### config.mk
export PLATFORM = sky130hd
export DESIGN_NAME = drum_trigger_irq_ctrl
export DESIGN_NICKNAME = d
export VERILOG_FILES = /design/src/rtl/drum_irq_pkg.sv /design/src/rtl/drum_trig_chan.sv /design/src/rtl/drum_trigger_irq_ctrl.sv
export SDC_FILE = /design/constraint.sdc
export NUM_CORES = 1
export LEC_CHECK = 0
export ABC_AREA = 0
export BUFFER_PORTS_ARGS = -buffer_cell sky130_fd_sc_hd__buf_2
export CORE_AREA = 5 5 173 175
export CTS_BUF_LIST = sky130_fd_sc_hd__clkbuf_4 sky130_fd_sc_hd__clkbuf_8
export DETAILED_ROUTE_END_ITERATION = 12
export DIE_AREA = 0 0 178 180
export PLACE_DENSITY = 0.55
export SETUP_SLACK_MARGIN = 0.02
export SYNTH_ARGS = -nofsm -noshare
export SYNTH_HDL_FRONTEND = slang
export SYNTH_SLANG_ARGS = --single-unit
### constraint.sdc
create_clock -name clk -period 3.59 [get_ports clk]
set_clock_uncertainty 0.1 [all_clocks]
set_input_delay 0.5385 -clock clk [delete_from_list [all_inputs] [get_ports clk]]
set_output_delay 0.5385 -clock clk [all_outputs]
set_load 0.02 [all_outputs]
### src/rtl/drum_irq_pkg.sv
// Shared constants for the drum trigger interrupt controller: register map and EVENT layout.
package drum_irq_pkg;

    localparam logic [2:0] ADDR_DATA  = 3'd0;
    localparam logic [2:0] ADDR_PEND  = 3'd1;
    localparam logic [2:0] ADDR_MASK  = 3'd2;
    localparam logic [2:0] ADDR_HOLD  = 3'd3;
    localparam logic [2:0] ADDR_EVENT = 3'd4;

    localparam int unsigned EVT_VALID_BIT = 31;
    localparam int unsigned CH_IDX_W      = 3;
    localparam int unsigned DATA_W        = 32;

endpackage

### src/rtl/drum_trig_chan.sv
// One trigger channel: 2-flop synchronizer, rising-edge detector and retrigger holdoff counter.
module drum_trig_chan #(
    parameter int unsigned HOLDOFF_W = 16
) (
    input  logic                 clk,
    input  logic                 reset_n,
    input  logic                 trig,
    input  logic [HOLDOFF_W-1:0] holdoff,
    output logic                 sync,
    output logic                 fire_c
);

    logic                 meta;
    logic                 prev;
    logic [1:0]           warm;
    logic [HOLDOFF_W-1:0] cnt;
    logic                 rise;

    assign rise   = warm[1] & sync & ~prev;
    assign fire_c = rise & (cnt == '0);

    // prev is held high until the synchronizer has flushed its reset zeros,
    // so a line already high at reset release never looks like a fresh edge.
    always_ff @(posedge clk or negedge reset_n) begin
        if (!reset_n) begin
            meta <= 1'b0;
            sync <= 1'b0;
            prev <= 1'b1;
            warm <= 2'b00;
            cnt  <= '0;
        end else begin
            meta <= trig;
            sync <= meta;
            warm <= {warm[0], 1'b1};
            prev <= warm[1] ? sync : 1'b1;
            if (fire_c) begin
                cnt <= holdoff;
            end else if (cnt != '0) begin
                cnt <= cnt - HOLDOFF_W'(1);
            end
        end
    end

endmodule

### src/rtl/drum_trigger_irq_ctrl.sv
// Avalon-slave interrupt controller for drum pad triggers: per-channel pending latches,
// interrupt mask, retrigger holdoff and a round-robin EVENT register with acknowledge.
module drum_trigger_irq_ctrl
    import drum_irq_pkg::*;
#(
    parameter int unsigned NUM_CH    = 8,
    parameter int unsigned HOLDOFF_W = 16
) (
    input  logic              clk,
    input  logic              reset_n,
    input  logic [2:0]        address,
    input  logic              chipselect,
    input  logic              write_n,
    input  logic [31:0]       writedata,
    input  logic [NUM_CH-1:0] in_port,
    output logic              irq,
    output logic [31:0]       readdata
);

    logic [NUM_CH-1:0]    sync;
    logic [NUM_CH-1:0]    fire;
    logic [NUM_CH-1:0]    pending;
    logic [NUM_CH-1:0]    pend_nxt;
    logic [NUM_CH-1:0]    irq_mask;
    logic [HOLDOFF_W-1:0] holdoff;
    logic [CH_IDX_W-1:0]  rr_ptr;
    logic [CH_IDX_W-1:0]  grant;
    logic [CH_IDX_W-1:0]  rr_nxt;
    logic                 grant_valid;
    logic                 wr_en;
    logic                 ack_en;
    logic [DATA_W-1:0]    rd_nxt;
    logic                 unused_wdata;

    for (genvar i = 0; i < NUM_CH; i++) begin : g_chan
        drum_trig_chan #(
            .HOLDOFF_W (HOLDOFF_W)
        ) u_chan (
            .clk     (clk),
            .reset_n (reset_n),
            .trig    (in_port[i]),
            .holdoff (holdoff),
            .sync    (sync[i]),
            .fire_c  (fire[i])
        );
    end

    assign wr_en        = chipselect & ~write_n;
    assign ack_en       = wr_en && (address == ADDR_EVENT) && grant_valid;
    assign irq          = |(pending & irq_mask);
    assign unused_wdata = ^writedata;

    // Round-robin search from rr_ptr upward; scanning downward lets the lowest offset win.
    always_comb begin
        logic [7:0]          req;
        logic [CH_IDX_W:0]   idx;
        req         = 8'(pending & irq_mask);
        idx         = '0;
        grant_valid = 1'b0;
        grant       = '0;
        for (int i = NUM_CH - 1; i >= 0; i--) begin
            idx = (CH_IDX_W+1)'(rr_ptr) + (CH_IDX_W+1)'(i);
            if (idx >= (CH_IDX_W+1)'(NUM_CH)) begin
                idx = idx - (CH_IDX_W+1)'(NUM_CH);
            end
            if (req[idx[CH_IDX_W-1:0]]) begin
                grant_valid = 1'b1;
                grant       = idx[CH_IDX_W-1:0];
            end
        end
        rr_nxt = (grant == CH_IDX_W'(NUM_CH - 1)) ? '0 : grant + CH_IDX_W'(1);
    end

    // Clears first, then new edges, so a set always wins over W1C or acknowledge.
    always_comb begin
        logic [7:0] ack_hot;
        ack_hot  = 8'd1 << grant;
        pend_nxt = pending;
        if (wr_en && (address == ADDR_PEND)) begin
            pend_nxt = pend_nxt & ~writedata[NUM_CH-1:0];
        end
        if (ack_en) begin
            pend_nxt = pend_nxt & ~ack_hot[NUM_CH-1:0];
        end
        pend_nxt = pend_nxt | fire;
    end

    always_comb begin
        rd_nxt = '0;
        case (address)
            ADDR_DATA:  rd_nxt = DATA_W'(sync);
            ADDR_PEND:  rd_nxt = DATA_W'(pending);
            ADDR_MASK:  rd_nxt = DATA_W'(irq_mask);
            ADDR_HOLD:  rd_nxt = DATA_W'(holdoff);
            ADDR_EVENT: begin
                rd_nxt                = DATA_W'(grant);
                rd_nxt[EVT_VALID_BIT] = grant_valid;
            end
            default:    rd_nxt = '0;
        endcase
    end

    always_ff @(posedge clk or negedge reset_n) begin
        if (!reset_n) begin
            pending  <= '0;
            irq_mask <= '0;
            holdoff  <= '0;
            rr_ptr   <= '0;
            readdata <= '0;
        end else begin
            pending  <= pend_nxt;
            readdata <= rd_nxt;
            if (wr_en && (address == ADDR_MASK)) begin
                irq_mask <= writedata[NUM_CH-1:0];
            end
            if (wr_en && (address == ADDR_HOLD)) begin
                holdoff <= writedata[HOLDOFF_W-1:0];
            end
            if (ack_en) begin
                rr_ptr <= rr_nxt;
            end
        end
    end

endmodule

; ---- Yosys cells after proc, flatten, opt, wreduce, memory -nomap -nowiden
; Cells that the tools add are included.
[totals]
in_bits = 47
output_inout_bits = 33
ff_bits = 235
[classes]
add_sub_neg = 24
mux = 68
magnitude_cmp = 16
n_eq_ne = 5
bitwise_logic = 40
n_shift = 1
n_reduce_logical = 31
[op_table]
columns = operator, count
row1 = 16-bit two-way mux, 16
row2 = 32-bit one-hot mux with 5 select lines, 1
row3 = 16-bit zero test, 8
row4 = 16-bit nonzero test, 8
row5 = 16-bit by 1-bit subtractor with 16-bit output (second input constant), 8
row6 = 3-bit two-way mux, 17
row7 = 3-bit by 4-bit less-than comparator with 1-bit output (second input constant), 8
row8 = 4-bit greater-or-equal comparator (second input constant), 7
row9 = 1-bit AND, 25
row10 = 8-bit AND, 3
row11 = 1-bit binary-select mux with 3-bit select, 8
row12 = 1-bit two-way mux, 24
row13 = 3-bit by 1-bit subtractor with 3-bit output (second input constant), 8
row14 = 3-bit by 3-bit adder with 4-bit output (second input constant), 4
row15 = 8-bit two-way mux, 2
row16 = 8-bit NOT, 2
row17 = 2-bit nonzero test, 8
row18 = 1-bit NOT, 9
row19 = 3-bit by 2-bit adder with 4-bit output (second input constant), 2
row20 = 8-bit OR, 1
row21 = 8-bit OR reduction, 1
row22 = 1-bit by 3-bit left shift with 8-bit output (first input constant), 1
row23 = 3-bit by 2-bit equality test with 1-bit output (second input constant), 2
row24 = 3-bit equality test (second input constant), 2
row25 = other kinds (6), 10

; ---- Logic depth before layout (Yosys ltp)
[depth]
ltp_word = 18
mapped_depth = 14
ltp_nobuf = 13

; ---- Modules after synthesis
; A second synthesis with hierarchy kept.
[hier_totals]
hier_cells = 1222
hier_area_um2 = 12822.3
[by_module_without_submodules]
columns = mod, area_per_inst_um2, n_inst, cells_per_inst
row1 = drum_trig_chan at g_chan[0].u_chan ..., 1176.1, 7, 117
row2 = drum_trigger_irq_ctrl, 3410.8, 1, 293
row3 = drum_trig_chan at g_chan[1].u_chan, 1178.6, 1, 110

; ---- Worst setup path after synthesis
; Ideal clock, no wire load.
[synth_timing]
path_kind = register to register
from = reg rr_ptr[1]
to = reg pending[7]
stages_incl_launch_ff = 14
setup_slack_ps = 132
arrival_time_ps = 3291
required_ps = 3423
cell_sequence = dfrtp_1 buf_2 inv_1 ha_1 clkbuf_1 mux4_2 nand3_1 a211oi_1 a2111oi_0 o21ai_0 ha_1 ha_1 a221o_1 nand2_1
[synth_via]
elab_chain_cells = 18
elab_cells_between_ends = 69
[synth_rtl]
columns = element, line
row1 = from (decl), drum_trigger_irq_ctrl.sv:26  ; logic [CH_IDX_W-1:0] rr_ptr;
row2 = from (signal assigned), drum_trigger_irq_ctrl.sv:120  ; rr_ptr <= rr_nxt;
row3 = 3-bit by 3-bit adder with 4-bit output, drum_trigger_irq_ctrl.sv:62  ; idx = (CH_IDX_W+1)'(rr_ptr) + (CH_IDX_W+1)'(i);
row4 = 4-bit greater-or-equal comparator / 3-bit by 1-bit subtractor with 3-bit output (equally long branches), "drum_trigger_irq_ctrl.sv:63, drum_trigger_irq_ctrl.sv:64"
row5 = 3-bit two-way mux, drum_trigger_irq_ctrl.sv:63  ; if (idx >= (CH_IDX_W+1)'(NUM_CH)) begin
row6 = 1-bit binary-select mux with 3-bit select, drum_trigger_irq_ctrl.sv:66  ; if (req[idx[CH_IDX_W-1:0]]) begin
row7 = 1-bit two-way mux (implied by the code), drum_trigger_irq_ctrl.sv:66
row8 = 3-bit two-way mux (8 in series), drum_trigger_irq_ctrl.sv:66
row9 = 1-bit by 3-bit left shift with 8-bit output, drum_trigger_irq_ctrl.sv:77  ; ack_hot = 8'd1 << grant;
row10 = 8-bit NOT, drum_trigger_irq_ctrl.sv:83  ; pend_nxt = pend_nxt & ~ack_hot[NUM_CH-1:0];
row11 = 8-bit AND, drum_trigger_irq_ctrl.sv:83
row12 = 8-bit two-way mux *, drum_trigger_irq_ctrl.sv:82  ; if (ack_en) begin
row13 = 8-bit OR *, drum_trigger_irq_ctrl.sv:85  ; pend_nxt = pend_nxt | fire;
row14 = named net pend_nxt[7], drum_trigger_irq_ctrl.sv:23  ; logic [NUM_CH-1:0] pend_nxt;
row15 = to (signal assigned), drum_trigger_irq_ctrl.sv:111  ; pending <= pend_nxt;
row16 = to (decl), drum_trigger_irq_ctrl.sv:22  ; logic [NUM_CH-1:0] pending;
; Mark *: on every way through the listed nets, which the timed path passes. The rest lies on a longest branch. The select of a mux whose other input is x is not followed.
; A chain may end at the register's enable or synchronous reset.

==> out/metrics.cfg <==
[status]
outcome=completed

[logic_synthesis]
synth.area.top_cells=dfrtp_1, nand2_1, xnor2_1
synth_top_area_share_pct=44.6
synth_cells=1121
synth-seq-cells=206
ys.flop_type=dfrtp_1
yosysSeqAreaShare_pct=46.5
synthDistinctLibCells=80
syn_avg_cell_area_um2=9.91
synthArstFlopShare_pct=100
synth_edf_count=0
yosys_warnings=0
synth_area_um2=11100
yosys.area.top_type=dfrtp_1

[floorplan]
die_h_um=180
io_pins=80
start_util_pct=39.2
die_area_um2=32000
rows=62
fp.dieW_um=178
core_um2=28300

[clock_network]
clockBufferDepth=3
h-tree-depth=2
clk_pin_slew_ns=0.07
cts_buffers=39
cts_tree=yes
cts_sinks=206
clk_latency_ns=0.54
root_buffer=clkbuf_8

[sta]
hold_ws_ns=0.149
timing.fmax_ghz=0.291
worst_pin_slew_ns=0.758
tns_ns=0
rsz0062_at_grt=false
maxSlewHeadroom_pct=48.8
setup_violations=0
hold_viol=0
maxSlewViolCount=0
fin_crit_sh_pct=95.8
fin_crit_ns=3.44

[worst_setup_path]
max_stage_delay_ns=0.53
crit_buf_inv=3
crit_path_end_kind=output pin
crit_start=rr_ptr[0]
crit_chain=buf_6 > ha_4 > xnor2_2 > buf_4 > mux4_2 > nand4bb_4 > or3_4 > buf_6
crit_type=flop to output pin
crit_family=simple AND/OR/NAND/NOR gates
cp_max_fo=5
path_common_cell=buf_6
start_kind=flop
r2r_slack_ns=0.28
arrival_ns=2.80
worst_r2r_startpoint=rr_ptr[0]
slowest_stage=mux4_2
required_ns=2.95

[power]
p_sw_uw=3520
powerDensity_nw_per_um2=740
finalPower_uw=9590
clockPowerShare_pct=26.6
comb_power_share_pct=31.5
power_frac_seq_pct=41.9
leakagePower_uw=0.00537
ir_worst_vdd_mv=0.301
internal_power_uw=6070
swShare_pct=36.7

[placement]
hpwl_um=19700
port_buffers=48
globalplace.congestion=0.922

[job]
cap_violations=0

[finish]
antenna_cells=0
syn_to_final_growth_pct=16.7
fin_nets=1271
final_util_pct=45.8
drive_gt1_share_pct=20.8

[grt]
grt_antenna_before_repair=0
track_usage_pct=18.3
grt_overflow=0
grt_pass1_vias=8436
grt_max_degree=94
grt_first_pass_wirelength_um=47000

[route]
drtAntennaViolNets=0
finalWirelength_um=29500
route.detailed.wl_per_inst_um=18.2
vias_per_cell=5.41
drt-pass1-iter-count=5
vias=8765
drc=0
drtIter0Drc=669

[hold_path]
hp-class=primary input to flop
min-delay-start=writedata[8]

==> stage by stage <==
| stage | std cells | cell area (µm²) | setup slack, ns |
|---|---|---|---|
| floorplan | 1135 | 11200 | 0.132 |
| global placement | 1537 | 11900 | 0.0472 |
| detailed placement | 1537 | 11900 | 0.0293 |
| CTS | 1616 | 12900 | 0.0182 |
| global route | 1620 | 13000 | 0.0224 |
| finish | 1620 | 13000 | 0.150 |
==> cell families (layout without fill, tap and decap cells) <==
kind of cell | Yosys count | count (layout) | share of synthesized area, %
AO/OA/AOI/OAI | 258 | 258 | 14.5
XOR/XNOR | 79 | 79 | 6.23
adder cells (fa/ha/maj) | 16 | 16 | 1.80
buffers and inverters | 99 | 200 | 4.17
flip-flops | 206 | 206 | 46.5
multiplexers | 60 | 60 | 7.81
other | 2 | 16 | 0.0676
AND/OR/NAND/NOR | 401 | 401 | 18.9
==> cell type report <==
cell class / count / area, µm²
fill: 2730 / 15400
multi-input combinational: 830 / 5620
sequential: 206 / 5160
clock buffer: 59 / 774
timing repair buffer: 101 / 704
tap: 384 / 480
inverter: 30 / 113
clock inverter: 10 / 106
==> cells in the final DEF, fill, tap and decap left out, types with 5 or more instances in the layout <==
master	count
a311oi_1	6
buf_2	46
a21oi_1	74
nand3_1	47
or4_1	12
nor4_1	14
a21o_1	13
clkbuf_8	54
ha_1	15
clkinv_2	6
nor2_1	69
xnor2_1	48
clkbuf_4	6
dfrtp_1	198
o31ai_1	15
inv_1	29
or3_1	15
buf_4	41
a31o_2	5
and2_1	19
nand2b_1	20
a22oi_1	5
o31a_1	5
mux2_2	23
o21ai_0	75
a211oi_1	10
nor2b_1	5
xor2_1	29
and3_1	5
nand2_1	115
dlygate4sd3_1	9
mux4_2	19
a31oi_1	11
mux2i_1	16
dfstp_2	8
nor3_1	36
conb_1	16
or2_2	5
==> path summary, 6_finish.rpt <==
path / end / cells after the start
worst max-delay path: irq / 8
worst min-delay path: holdoff[8] / 2
worst max register to register: pending[7] / 14
worst min register to register: g_chan[0].u_chan.sync / 0
max in group asynchronous: g_chan[2].u_chan.cnt[2] / 3
min in group asynchronous: g_chan[7].u_chan.cnt[8] / 2
==> power groups by stage <==
| stage | clock network, µW | logic, µW | registers (µW) |
|---|---|---|---|
| finish | 2550 | 3020 | 4020 |
| global placement | 0 | 2800 | 4030 |
| floorplan | 0 | 2230 | 3680 |
| detailed placement | 0 | 2850 | 4030 |
| CTS | 2620 | 2920 | 4010 |
| global route | 2720 | 3370 | 4130 |
==> Yosys cell counts, types with 5 or more instances <==
cell type	number
dfrtp_1	198
buf_4	17
mux2i_1	18
a211oi_1	10
nor2b_1	5
a21oi_1	74
clkbuf_1	36
dfstp_2	8
nor4_1	14
buf_2	10
nor2_1	69
inv_1	29
o31ai_1	15
or2_2	6
ha_1	16
and3_1	5
a311oi_1	6
nand2b_1	20
mux2_2	23
o21ai_0	78
nand3_1	47
nand2_1	115
a31o_2	5
xnor2_1	49
xor2_1	30
a21o_1	13
and2_1	19
a22oi_1	5
or4_1	12
or3_1	16
mux4_2	19
nor3_1	37
o31a_1	5
a31oi_1	11
==> metal layers <==
layer  vias to the layer above  GRT usage, %  wire [µm]
li1                       4153             -          -
met1                      4341          26.4      13900
met2                       217          28.4      13400
met3                        54          2.82       1480
met4                         0          5.41        746
met5                         -             0          0
==> what timing repair did <==
action                                 4_1_cts  5_1_grt
setup buffers                                1        4
setup endpoints to repair                    2        6
endpoints found under the hold margin       68        0
hold buffers                                 9        0
gates resized for setup                      5       15
pin swaps                                    0        2
==> state kept, by name (all words and copies together) (netlist names) <==
| name | flops |
|---|---|
| g_chan.u_chan.cnt | 128 |
| readdata | 17 |
| holdoff | 16 |
| g_chan.u_chan.meta | 8 |
| g_chan.u_chan.prev | 8 |
| g_chan.u_chan.sync | 8 |
| irq_mask | 8 |
| pending | 8 |
| rr_ptr | 3 |
| g_chan.u_chan.warm | 2 |
Note: power is estimated with default switching activity, not from simulation.
